## src/rtl/clk_div_multi.sv

```systemverilog
// Multi-channel programmable clock divider with shadowed period/high-phase settings.
// Settings change only at period boundaries; i_sync realigns all running channels.
module clk_div_multi #(
    parameter int NUM_CH    = 4,
    parameter int DIV_WIDTH = 16,
    parameter int DEF_DIV   = 4,
    parameter int DEF_HIGH  = 2
) (
    input  logic                          clk,
    input  logic                          n_rst,
    input  logic [NUM_CH-1:0]             i_en,
    input  logic [NUM_CH*DIV_WIDTH-1:0]   i_div,
    input  logic [NUM_CH*DIV_WIDTH-1:0]   i_high,
    input  logic                          i_load,
    input  logic                          i_sync,
    output logic [NUM_CH-1:0]             o_clk,
    output logic [NUM_CH-1:0]             o_rise,
    output logic [NUM_CH-1:0]             o_pending
);

    typedef enum logic [1:0] {
        S_IDLE,
        S_RUN,
        S_DRAIN
    } state_t;

    localparam logic [DIV_WIDTH-1:0] ONE = DIV_WIDTH'(1);

    function automatic logic [DIV_WIDTH-1:0] clamp_div(
        input logic [DIV_WIDTH-1:0] d
    );
        return (d < DIV_WIDTH'(2)) ? DIV_WIDTH'(2) : d;
    endfunction

    function automatic logic [DIV_WIDTH-1:0] clamp_high(
        input logic [DIV_WIDTH-1:0] d,
        input logic [DIV_WIDTH-1:0] h
    );
        logic [DIV_WIDTH-1:0] dc;
        logic [DIV_WIDTH-1:0] hc;
        dc = clamp_div(d);
        hc = (h == '0) ? DIV_WIDTH'(1) : h;
        if (hc >= dc) hc = dc - DIV_WIDTH'(1);
        return hc;
    endfunction

    localparam logic [DIV_WIDTH-1:0] RST_DIV  = clamp_div(DIV_WIDTH'(DEF_DIV));
    localparam logic [DIV_WIDTH-1:0] RST_HIGH =
        clamp_high(DIV_WIDTH'(DEF_DIV), DIV_WIDTH'(DEF_HIGH));

    for (genvar k = 0; k < NUM_CH; k++) begin : g_ch
        state_t               state, state_nx;
        logic [DIV_WIDTH-1:0] cnt, cnt_nx;
        logic [DIV_WIDTH-1:0] d_act, d_act_nx;
        logic [DIV_WIDTH-1:0] h_act, h_act_nx;
        logic [DIV_WIDTH-1:0] d_sh, h_sh;
        logic [DIV_WIDTH-1:0] d_in, h_in;
        logic                 pend, pend_nx;
        logic                 clk_q, clk_nx;
        logic                 rise_q, rise_nx;
        logic                 wrap, restart, stop;

        assign d_in = clamp_div(i_div[k*DIV_WIDTH +: DIV_WIDTH]);
        assign h_in = clamp_high(i_div[k*DIV_WIDTH +: DIV_WIDTH],
                                 i_high[k*DIV_WIDTH +: DIV_WIDTH]);
        assign wrap = (cnt == d_act - ONE);

        always_ff @(posedge clk or negedge n_rst) begin
            if (!n_rst) begin
                state  <= S_IDLE;
                cnt    <= '0;
                d_act  <= RST_DIV;
                h_act  <= RST_HIGH;
                d_sh   <= RST_DIV;
                h_sh   <= RST_HIGH;
                pend   <= 1'b0;
                clk_q  <= 1'b0;
                rise_q <= 1'b0;
            end else begin
                state  <= state_nx;
                cnt    <= cnt_nx;
                d_act  <= d_act_nx;
                h_act  <= h_act_nx;
                pend   <= pend_nx;
                clk_q  <= clk_nx;
                rise_q <= rise_nx;
                if (i_load) begin
                    d_sh <= d_in;
                    h_sh <= h_in;
                end
            end
        end

        always_comb begin
            state_nx = state;
            cnt_nx   = cnt;
            d_act_nx = d_act;
            h_act_nx = h_act;
            pend_nx  = pend;
            clk_nx   = clk_q;
            rise_nx  = 1'b0;
            restart  = 1'b0;
            stop     = 1'b0;
            unique case (state)
                S_IDLE: restart = i_en[k];
                S_RUN, S_DRAIN: begin
                    if (i_sync) begin
                        // A draining channel nobody wants any more just stops.
                        if (state == S_RUN || i_en[k]) restart = 1'b1;
                        else stop = 1'b1;
                    end else if (wrap) begin
                        if (i_en[k]) restart = 1'b1;
                        else stop = 1'b1;
                    end else begin
                        cnt_nx   = cnt + ONE;
                        clk_nx   = (cnt + ONE) < h_act;
                        state_nx = i_en[k] ? S_RUN : S_DRAIN;
                    end
                end
                default: state_nx = S_IDLE;
            endcase
            if (restart) begin
                state_nx = i_en[k] ? S_RUN : S_DRAIN;
                cnt_nx   = '0;
                clk_nx   = 1'b1;
                rise_nx  = 1'b1;
                if (pend) begin
                    d_act_nx = d_sh;
                    h_act_nx = h_sh;
                    pend_nx  = 1'b0;
                end
            end
            if (stop) begin
                state_nx = S_IDLE;
                cnt_nx   = '0;
                clk_nx   = 1'b0;
            end
            if (i_load) pend_nx = 1'b1;
        end

        assign o_clk[k]     = clk_q;
        assign o_rise[k]    = rise_q;
        assign o_pending[k] = pend;
    end

endmodule

```

## config.mk

```make
export PLATFORM = sky130hd
export DESIGN_NAME = clk_div_multi
export DESIGN_NICKNAME = d
export VERILOG_FILES = /design/src/rtl/clk_div_multi.sv
export SDC_FILE = /design/constraint.sdc
export NUM_CORES = 1
export LEC_CHECK = 0
export CELL_PAD_IN_SITES_DETAIL_PLACEMENT = 1
export CELL_PAD_IN_SITES_GLOBAL_PLACEMENT = 2
export CORE_MARGIN = 1
export CORE_UTILIZATION = 43
export CTS_BUF_LIST = sky130_fd_sc_hd__clkbuf_2
export DETAILED_ROUTE_END_ITERATION = 10
export PLACE_DENSITY = 0.86
export RECOVER_POWER = 50
export SETUP_SLACK_MARGIN = 0.05
export SYNTH_ARGS = -nofsm -noshare
export SYNTH_HDL_FRONTEND = slang
export SYNTH_SLANG_ARGS = --single-unit
```

## constraint.sdc

```tcl
create_clock -name clk -period 8.2 [get_ports clk]
set_clock_uncertainty 0.1 [all_clocks]
set_input_delay 1.64 -clock clk [delete_from_list [all_inputs] [get_ports clk]]
set_output_delay 1.64 -clock clk [all_outputs]
set_load 0.1 [all_outputs]
```

* Word-level counts from Yosys, hierarchy flattened *
Index checks and enable logic that the tools add are counted.

storage, ports and cells
  output and inout port bits = 12
  input port bits = 136
  register bits after elaboration = 340

cells by class
  order comparisons = 12
  add/subtract/negate cells = 12
  equality and inequality tests = 32
  reductions and logical operators = 36
  multiplexer cells = 128

operator list
  operator               count
  $mux 16                32
  $sub 16x1->16 const B  8
  $mux 1                 68
  $add 16x1->16 const B  4
  $eq 16x16->1           4
  $ge 16x16->1           4
  $logic_not 16->1       4
  $lt 16x16->1           4
  $lt 16x2->1 const B    4
  $mux 2                 20
  $ne 4x4->1 const B     8
  $ne 3x1->1 const B     8
  $reduce_and 3->1       8
  $pmux 2 s2             4
  $ne 3x3->1 const B     4
  $reduce_bool 3->1      4
  $eq 2x1->1 const B     4
  $eq 2x2->1 const B     4
  $logic_not 2->1        4
  $pmux 1 s2             4
  $reduce_and 2->1       4
  $reduce_bool 2->1      4
  $reduce_or 2->1        4
  $logic_or 1x1->1       4

* Logic depth before layout (Yosys ltp) *
Gate-level depths: netlist of run 1.

  depth after elaboration = 7
  gate-level depth with buffers = 17
  mapped depth without buffers = 16

* Worst setup path before layout of run 1 *
Ideal clock, no wire load.

  path kind = input-to-reg
  from = in i_div[3]
  to = reg g_ch[0].h_sh[12]
  path slack = 2.411 ns
  library setup time = 0.135 ns
  stages on the path = 17
  arrival = 5.554 ns
  cell sequence = or4_1 nor4_1 nand4_1 nor4_1 nand2_1 o21a_1 ha_1 nand2b_1 a21o_1 a21o_1 a21oi_1 o21ai_0 a31oi_1 o31ai_1 clkbuf_1 mux2i_1 mux2i_1

on the way
  word-level cells in the longest chain between the ends = 4
  elaborated cells between the ends (all ways) = 5
  classes of those cells = add/sub: 1; order compare: 2; mux: 2

RTL lines
  what                                           line  text
  from (decl)                                    12    input logic [NUM_CH*DIV_WIDTH-1:0] i_div,
  $lt 16x2->1 *                                  -
  $mux 16 *                                      -
  via g_ch[0].d_in[0]                            57    logic [DIV_WIDTH-1:0] d_in, h_in;
  $sub 16x1->16 or $ge 16x16->1 (tied branches)  43    if (hc >= dc) hc = dc - DIV_WIDTH'(1);
  $mux 16 *                                      43
  to (signal assigned)                           89    h_sh <= h_in;
  to (decl)                                      56    logic [DIV_WIDTH-1:0] d_sh, h_sh;

Mark *: on every way through the listed nets, which the timed path passes. The rest lies on a longest branch.
A chain may end at the register's enable or synchronous reset.

* Worst setup path in the final report of run 1 *
  from = in i_load
  to = reg g_ch[3].d_sh[13]

RTL lines
  what                  line  text
  from (decl)           14    input logic i_load,
  to (signal assigned)  88    d_sh <= d_in;
  to (decl)             56

No word-level cell between the ends.

==> metrics.cfg, run 1 <==
[floorplan]
io_pins = 148
coreArea_um2 = 50200
die-height_um = 227
die_area_um2 = 51700
start_util_pct = 43.5
die_width_um = 227
num_rows = 82

[synthesis]
ys_seq_area_share_pct = 39.1
synth_edf_count = 0
post_synth_num_cell_types = 78
synthArstFlopShare_pct = 100
synth_nets = 2583
syn-mean-instance-area_um2 = 9.50
ys_warn_count = 0
syn_inst = 2299
synthFlopType = dfrtp_1
syn-cell-area_um2 = 21800
yosys-top-cells-area = dfrtp_1, ha_1, mux2_2
yosysTopAreaCell = dfrtp_1
synth_top_area_share_pct = 37.1
synth_seq_cells = 340

[status]
violations = capacitance limit, slew limit
status = finished with violations

[timing]
tns_ns = 0
fin_crit_sh_pct = 76.3
tightest_slew_ns = 5.47
rsz0062_at_grt = no
relSlewSlack_pct = -265
slew_violations = 334
fin_crit_ns = 6.26
max_clock_freq_ghz = 0.160
hold_viol_final = 0
setup_viol = 0

[routing]
drc = 0
wire_per_inst_um = 19.0
wl_um = 59300
firstDrtPassIters = 5
vias = 17187
drt-initial-drc-count = 724
vias_per_cell = 5.50
antenna_left = 0

[hold_path]
worstHoldStart = g_ch[1].d_sh[12]
worstHoldPathCells = 1
hold_class = flip-flop to flip-flop

[grt]
grt_pass1_vias = 18371
grt_usage_pct = 23.4
overflow = 0
grt_pass1_wl_um = 96200
grt_antenna_before_repair = 3
grt_max_degree = 127

[setup_path]
required_ns = 9.02
cp_num_cells = 3
r2r.worst_path.cells = 11
cp.buffers_inverters = 2
crit_fanout = 114
slowest_stage = clkbuf_1
r2r-start = g_ch[1].d_act[0]
setup.worst_path.end_class = flip-flop
critPathLaunchType = input port
reg2reg_slack_ns = 3.72
critPathLaunch = i_load
crit_path_max_incr_delay_ns = 3.74
crit_arrival_ns = 7.08
criticalPathCategory = input port to flip-flop
critical_path.cell_chain = clkbuf_1, buf_4, mux2_2
crit_family = buffers and inverters

[final_layout]
nets = 2664
instances_no_fill = 3126
drive_gt1_share_pct = 14.9
fill_cells = 5735
mostFrequentLayoutCell = dfrtp_1
area_growth_syn_to_layout_pct = 11.7
final_cell_mix = dfrtp_1, inv_1, nand2_1

[power]
powerDensity_nw_per_um2 = 271
vdd_ir_drop_max_v = 0.000167
p_leak_uw = 0.0113

[cts]
cts_tree = built
post_cts_buffers = 0
cts_made_buffers = 94
cts_resized = 0
cts_buffer_depth = 3
cts_hold_buf = 0
clk_pin_slew_worst_paths_ns = 0.09
cts_max_level = 3
cts-root-buf = clkbuf_2
clk_latency_ns = 1.08
clkSinkCount = 340

[place]
hpwl_um = 44700
gp_congestion = 0.897
dp_cells = 2956
port_buffers = 147

[run]
max_cap_violations = 4

[path summary, 6_finish.rpt]
check / end
max: g_ch[3].d_sh[13]
min: g_ch[1].d_act[12]
max reg2reg: g_ch[1].cnt[0]
min reg2reg: g_ch[1].d_act[12]
max in group asynchronous: g_ch[3].d_sh[15]
min in group asynchronous: g_ch[1].h_sh[6]
[sequential cells by signal (all words and copies together), names as in the netlist]
name	count
g_ch.d_sh	64
g_ch.d_act	64
g_ch.clk_q	4
g_ch.rise_q	4
g_ch.state	8
g_ch.pend	4
g_ch.h_act	64
g_ch.h_sh	64
g_ch.cnt	64
[per-stage QoR]
stage / area [µm²] / hold slack (ns) / utilization (%) / power (µW) / setup WS (ns)
after detailed placement: 23600 / 0.372 / 47.0 / 5400 / 1.13
after CTS: 24400 / 0.260 / 48.6 / 6700 / 2.30
after global routing: 24400 / 0.404 / 48.6 / 7120 / 1.54
after floorplan: 21800 / 0.350 / - / 4650 / 2.41
final: 24400 / 0.386 / 48.6 / 6610 / 1.94
after global placement: 23600 / 0.364 / 47.0 / 5230 / 1.24
[per-layer routing]
metal	global-route usage, %	wire length (µm)	share of wire [%]	vias up
met5	0	9	0.015	-
met1	30.0	26700	45	8547
li1	-	-	-	8255
met4	7.92	1590	2.7	2
met2	40.0	29200	49	279
met3	3.90	1860	3.1	104
[kinds of logic after synthesis]
group	count (synthesis)	share of synthesized area [%]
XOR/XNOR	181	7.26
AO/OA/AOI/OAI	414	13.0
multiplexers	202	10.5
AND/OR/NAND/NOR	635	14.8
adder cells (fa/ha/maj)	148	8.48
buffers and inverters	379	6.93
flip-flops	340	39.1
[cell type report]
class / instances / area [µm²] / area share, %
Sequential cell: 340 / 8530 / 35.0
Clock inverter: 26 / 145 / 0.595
Multi-Input combinational cell: 1580 / 11800 / 48.5
Tap cell: 672 / 841 / 3.45
Inverter: 205 / 769 / 3.16
Antenna cell: 4 / 10.0 / 0.0410
Clock buffer: 140 / 701 / 2.87
Timing Repair Buffer: 159 / 1560 / 6.38
[synth_stat cells (44+ instances only)]
cell type and n:
xor2_1 55, mux2i_1 47, nand2_1 150, inv_1 205
nor4_1 44, nor2_1 111, xnor2_1 126, a21oi_1 83
ha_1 148, nand3_1 106, o21ai_0 97, dfrtp_1 324
mux2_2 137, clkbuf_1 149
[where the power goes]
part	leakage, µW	switching (µW)	internal, µW
clock network	0.000652	760	490
registers	0.00415	436	2150
logic	0.00655	1570	1200
Power figures use the tool's default switching activity.
==> inputs of run 2 (changes only) <==
- CORE_UTILIZATION: 43 -> 40
- PLACE_DENSITY: 0.86 -> 0.81
- clock period: 8.2 -> 6 ns (I/O delays scaled with it)
==> run 2 against run 1 <==
  * The flow still finishes with violations (capacitance limit, slew limit)
  * First-iteration DRC count is 16% higher
  * Hold slack worse by 0.029 ns
  * Flip-flop and latch count stayed put
  * Largest power group unchanged
==> metrics.cfg, run 2 (synthesis results as in run 1) <==
[grt]
grt_pass1_vias = 18567
grt_max_degree = 131
grt_usage_pct = 22.5
grt_pass1_wl_um = 101000
grt_antenna_before_repair = 3
overflow = 0

[power]
switching_share_pct = 41.6
switching_power_uw = 3810
p_seq_share_pct = 39.0
vdd_ir_drop_max_v = 0.000207
p_int_uw = 5340
powerDensity_nw_per_um2 = 372
p_comb_share_pct = 41.3
p_leak_uw = 0.0115
clock_power_share_pct = 19.7
finalPower_uw = 9150

[routing]
vias_per_cell = 5.45
wire_per_inst_um = 19.3
vias = 17305
drt-initial-drc-count = 840
antenna_left = 0
drc = 0
wl_um = 61200
firstDrtPassIters = 5

[cts]
cts_made_buffers = 97
cts-root-buf = clkbuf_2
cts_tree = built
clkSinkCount = 340
cts_resized = 0
clk_pin_slew_worst_paths_ns = 0.09
cts_buffer_depth = 3
clk_latency_ns = 1.07
cts_max_level = 3

[status]
violations = capacitance limit, slew limit
status = finished with violations

[timing]
rsz0062_at_grt = no
tns_ns = 0
tightest_slew_ns = 3.32
hold_ws_ns = 0.357
max_clock_freq_ghz = 0.202
setup_viol = 0
relSlewSlack_pct = -121
hold_viol_final = 0
fin_crit_ns = 4.95
slew_violations = 359
fin_crit_sh_pct = 82.5

[floorplan]
start_util_pct = 40.5
coreArea_um2 = 53900
die-height_um = 236
die_area_um2 = 55500
num_rows = 85
die_width_um = 236
io_pins = 148

[setup_path]
critPathLaunchType = input port
required_ns = 6.85
criticalPathCategory = input port to flip-flop
crit_arrival_ns = 5.80
setup.worst_path.end_class = flip-flop
crit_fanout = 24

[final_layout]
regArea_um2 = 8530
drive_gt1_share_pct = 15.7
nets = 2686
final_cell_mix = dfrtp_1, inv_1, nand2_1
mostFrequentLayoutCell = dfrtp_1
area_growth_syn_to_layout_pct = 12.8
fill_cells = 6145
multi_input_area_um2 = 11800

[run]
max_cap_violations = 5

[place]
gp_congestion = 0.865
hpwl_um = 46500
port_buffers = 147

[hold_path]
hold_class = flip-flop to flip-flop

==> run 2: area by class of cell <==
class / instances / share of cell area [%]
timing repair buffer: 178 / 6.89
tap: 696 / 3.54
antenna: 3 / 0.0305
clock inverter: 29 / 0.727
multi-input combinational: 1580 / 48.1
sequential: 340 / 34.6
inverter: 205 / 3.13
clock buffer: 147 / 2.99
==> run 2: critical path: stages <==
cell             delay (ns)
clkdlybuf4s50_1        0.48
or4_1                  0.57
nor4_1                 0.20
buf_4                  0.18
nand4_1                0.16
nor4_1                 0.39
nand2_1                0.21
o21a_1                 0.26
ha_1                   0.29
nand2b_1               0.14
a21o_1                 0.17
a21o_1                 0.17
a21oi_1                0.14
o21ai_0                0.10
a31oi_1                0.32
o31ai_4                0.13
buf_4                  0.23
mux2i_1                0.14
mux2_2                 0.28
==> run 2: path summary, 6_finish.rpt <==
| path | from | endpoint | slack [ns] | depth (start not counted) |
|---|---|---|---|---|
| max | i_div[3] | g_ch[0].h_sh[0] | 1.05 | 19 |
| min | g_ch[1].d_sh[13] | g_ch[1].d_act[13] | 0.36 | 1 |
| max reg2reg | g_ch[1].d_act[0] | g_ch[1].cnt[0] | 1.55 | 11 |
| min reg2reg | g_ch[1].d_sh[13] | g_ch[1].d_act[13] | 0.36 | 1 |
| max in group asynchronous | n_rst | g_ch[2].h_sh[8] | 1.51 | 3 |
| min in group asynchronous | n_rst | g_ch[1].h_sh[4] | 0.56 | 2 |
==> run 2: power by group through the flow <==
stage | clock network [µW] | logic, µW | registers (µW)
after CTS | 1890 | 3820 | 3570
after global placement | 0 | 3620 | 3580
after floorplan | 0 | 3020 | 3320
after global routing | 2000 | 4210 | 3670
final | 1800 | 3780 | 3570
after detailed placement | 0 | 3790 | 3610
==> run 2: timing repair <==
item                                   4_1_cts  5_1_grt
hold buffers                                 1        0
buffers inserted                             0        0
endpoints found under the hold margin       68        0
==> run 2: routing by layer <==
metal	share of wire (%)	track usage, %
met1	46	29.3
met2	49	38.1
met3	3.0	3.90
met4	2.3	7.07
met5	0.021	0
==> run 2: metrics by stage <==
step | utilization [%] | worst slack, ns | instance area (µm²) | instances
final | 45.7 | 1.05 | 24600 | 3178
after global routing | 45.7 | 0.893 | 24600 | 3178
after CTS | 45.7 | 1.30 | 24600 | 3175
after detailed placement | 44.0 | 0.0431 | 23700 | 2998
after global placement | 44.0 | 0.197 | 23700 | 2998
after floorplan | - | 0.651 | 21800 | 2299
==> inputs of run 3 (changes only) <==
- CORE_UTILIZATION: 40 -> 36
- PLACE_DENSITY: 0.81 -> 0.77
- clock period: 6 -> 4.45 ns (I/O delays scaled with it)
==> run 3 against run 2 <==
  * The flow still finishes with violations (capacitance limit, slew limit)
  * Non-clock buffer count up 113
  * Sequential share of layout area decreased by 1.6 points
  * Critical path type unchanged
  * Combinational power increased by 40%
  * Critical endpoint is now g_ch[2].h_sh[13]
  * Clock power is 36% higher
  * Sequential power grew 34%
  * Setup slack worse by 0.95 ns
==> metrics.cfg, run 3 (synthesis results as in run 1) <==
[floorplan]
num_rows = 89
start_util_pct = 36.7
coreArea_um2 = 59500
die-height_um = 248
die_area_um2 = 61600
io_pins = 148
die_width_um = 248

[timing]
tightest_slew_ns = 2.60
setup_viol = 0
relSlewSlack_pct = -73.4
rsz0062_at_grt = yes
fin_crit_ns = 4.35
slew_violations = 309
hold_ws_ns = 0.368
hold_viol_final = 0
tns_ns = 0
max_clock_freq_ghz = 0.230
fin_crit_sh_pct = 97.7

[setup_path]
critPathLaunchType = input port
criticalPathCategory = input port to flip-flop
crit_fanout = 10
crit_arrival_ns = 5.22
required_ns = 5.32
critPathLaunch = i_div[36]
r2r-start = g_ch[1].d_act[0]
setup.worst_path.end_class = flip-flop

[power]
p_int_uw = 7340
vdd_ir_drop_max_v = 0.000267
p_leak_uw = 0.0121
switching_share_pct = 41.5
clock_power_share_pct = 19.6
powerDensity_nw_per_um2 = 486
p_seq_share_pct = 38.2
p_comb_share_pct = 42.3
switching_power_uw = 5200

[cts]
cts-root-buf = clkbuf_2
clkSinkCount = 340
post_cts_buffers = 0
cts_made_buffers = 97
clk_pin_slew_worst_paths_ns = 0.09
cts_tree = built
cts_buffer_depth = 3
clk_latency_ns = 1.11
cts_max_level = 3

[grt]
use_met2_pct = 35.8
grt_pass1_vias = 19335
met1_usage_pct = 28.2
use_met3_pct = 3.82
grt_antenna_before_repair = 2
overflow = 0
busiest_layer = met2
grt_max_degree = 107
grt_usage_pct = 21.6
grt_pass1_wl_um = 105000

[place]
hpwl_um = 50200
gp_congestion = 0.863
port_buffers = 147

[routing]
drc = 0
vias_per_cell = 5.29
vias = 17821
drt-initial-drc-count = 692
wl_um = 64800
antenna_left = 0
wire_per_inst_um = 19.2
firstDrtPassIters = 5

[hold_path]
hold_class = input port to flip-flop
worstHoldStart = i_high[61]

[status]
violations = capacitance limit, slew limit
status = finished with violations

[final_layout]
fill_cells = 6812
area_growth_syn_to_layout_pct = 18.1
mostFrequentLayoutCell = dfrtp_1
drive_gt1_share_pct = 20.5
nets = 2799
final_cell_mix = dfrtp_1, inv_1, nand2_1

[run]
max_cap_violations = 4

[run 3: repair_timing]
item                       4_1_cts  5_1_grt
hold endpoints to repair        89        0
gates resized for setup          0        3
hold buffers                     1        0
setup endpoints to repair        0        3
[run 3: power groups by stage]
| stage | Sequential [µW] | Clock, µW | Combinational (µW) |
|---|---|---|---|
| 6_report | 4780 | 2450 | 5300 |
| 5_1_grt | 4930 | 2740 | 5870 |
| 4_1_cts | 4800 | 2570 | 5360 |
| 3_5_place_dp | 4860 | 0 | 5330 |
| 3_3_place_gp | 4800 | 0 | 5100 |
| 2_1_floorplan | 4480 | 0 | 4120 |
[run 3: per-layer routing]
metal	vias up	part of all wire (%)
met5	-	0
met4	0	2.7
met3	119	3.2
met2	287	48
met1	8889	46
li1	8526	-
[run 3: worst max-delay path, stage by stage]
cell	delay (ns)
clkdlybuf4s50_1	0.44
or3_4	0.40
or3_1	0.33
or3_4	0.34
or3_4	0.34
o41a_1	0.42
ha_1	0.31
nand2b_1	0.15
a21o_1	0.17
a21o_1	0.17
a21o_1	0.17
a21oi_1	0.15
o21ai_1	0.12
a21oi_4	0.19
buf_4	0.19
buf_4	0.21
nand3_2	0.09
o221ai_2	0.11
[run 3: through the flow]
step | power, µW | instances | setup WS [ns] | cell area [µm²] | util (%)
floorplan | 8600 | 2299 | -0.275 | 22100 | -
global placement | 9900 | 3188 | -0.831 | 24900 | 41.9
detailed placement | 10200 | 3188 | -0.955 | 24900 | 41.9
CTS | 12700 | 3360 | 0.214 | 25800 | 43.4
global route | 13500 | 3366 | 0.0459 | 25800 | 43.4
finish | 12500 | 3366 | 0.102 | 25800 | 43.4
[run 3: area by class of cell]
cell class / instances / area [µm²] / share of cell area [%]
antenna: 6 / 15.0 / 0.0582
clock buffer: 142 / 711 / 2.76
clock inverter: 29 / 194 / 0.752
inverter: 205 / 769 / 2.98
multi-input combinational: 1580 / 12000 / 46.6
sequential: 340 / 8530 / 33.1
tap: 773 / 967 / 3.75
timing repair buffer: 291 / 2580 / 10.0
[run 3: worst paths after layout]
check	endpoint	slack, ns	depth (start not counted)
max	g_ch[2].h_sh[13]	0.10	18
min	g_ch[3].h_sh[13]	0.37	3
max reg2reg	g_ch[1].cnt[0]	0.24	12
min reg2reg	g_ch[2].h_act[13]	0.39	2
max in group asynchronous	g_ch[3].pend	0.61	3
min in group asynchronous	g_ch[2].d_sh[13]	1.05	2
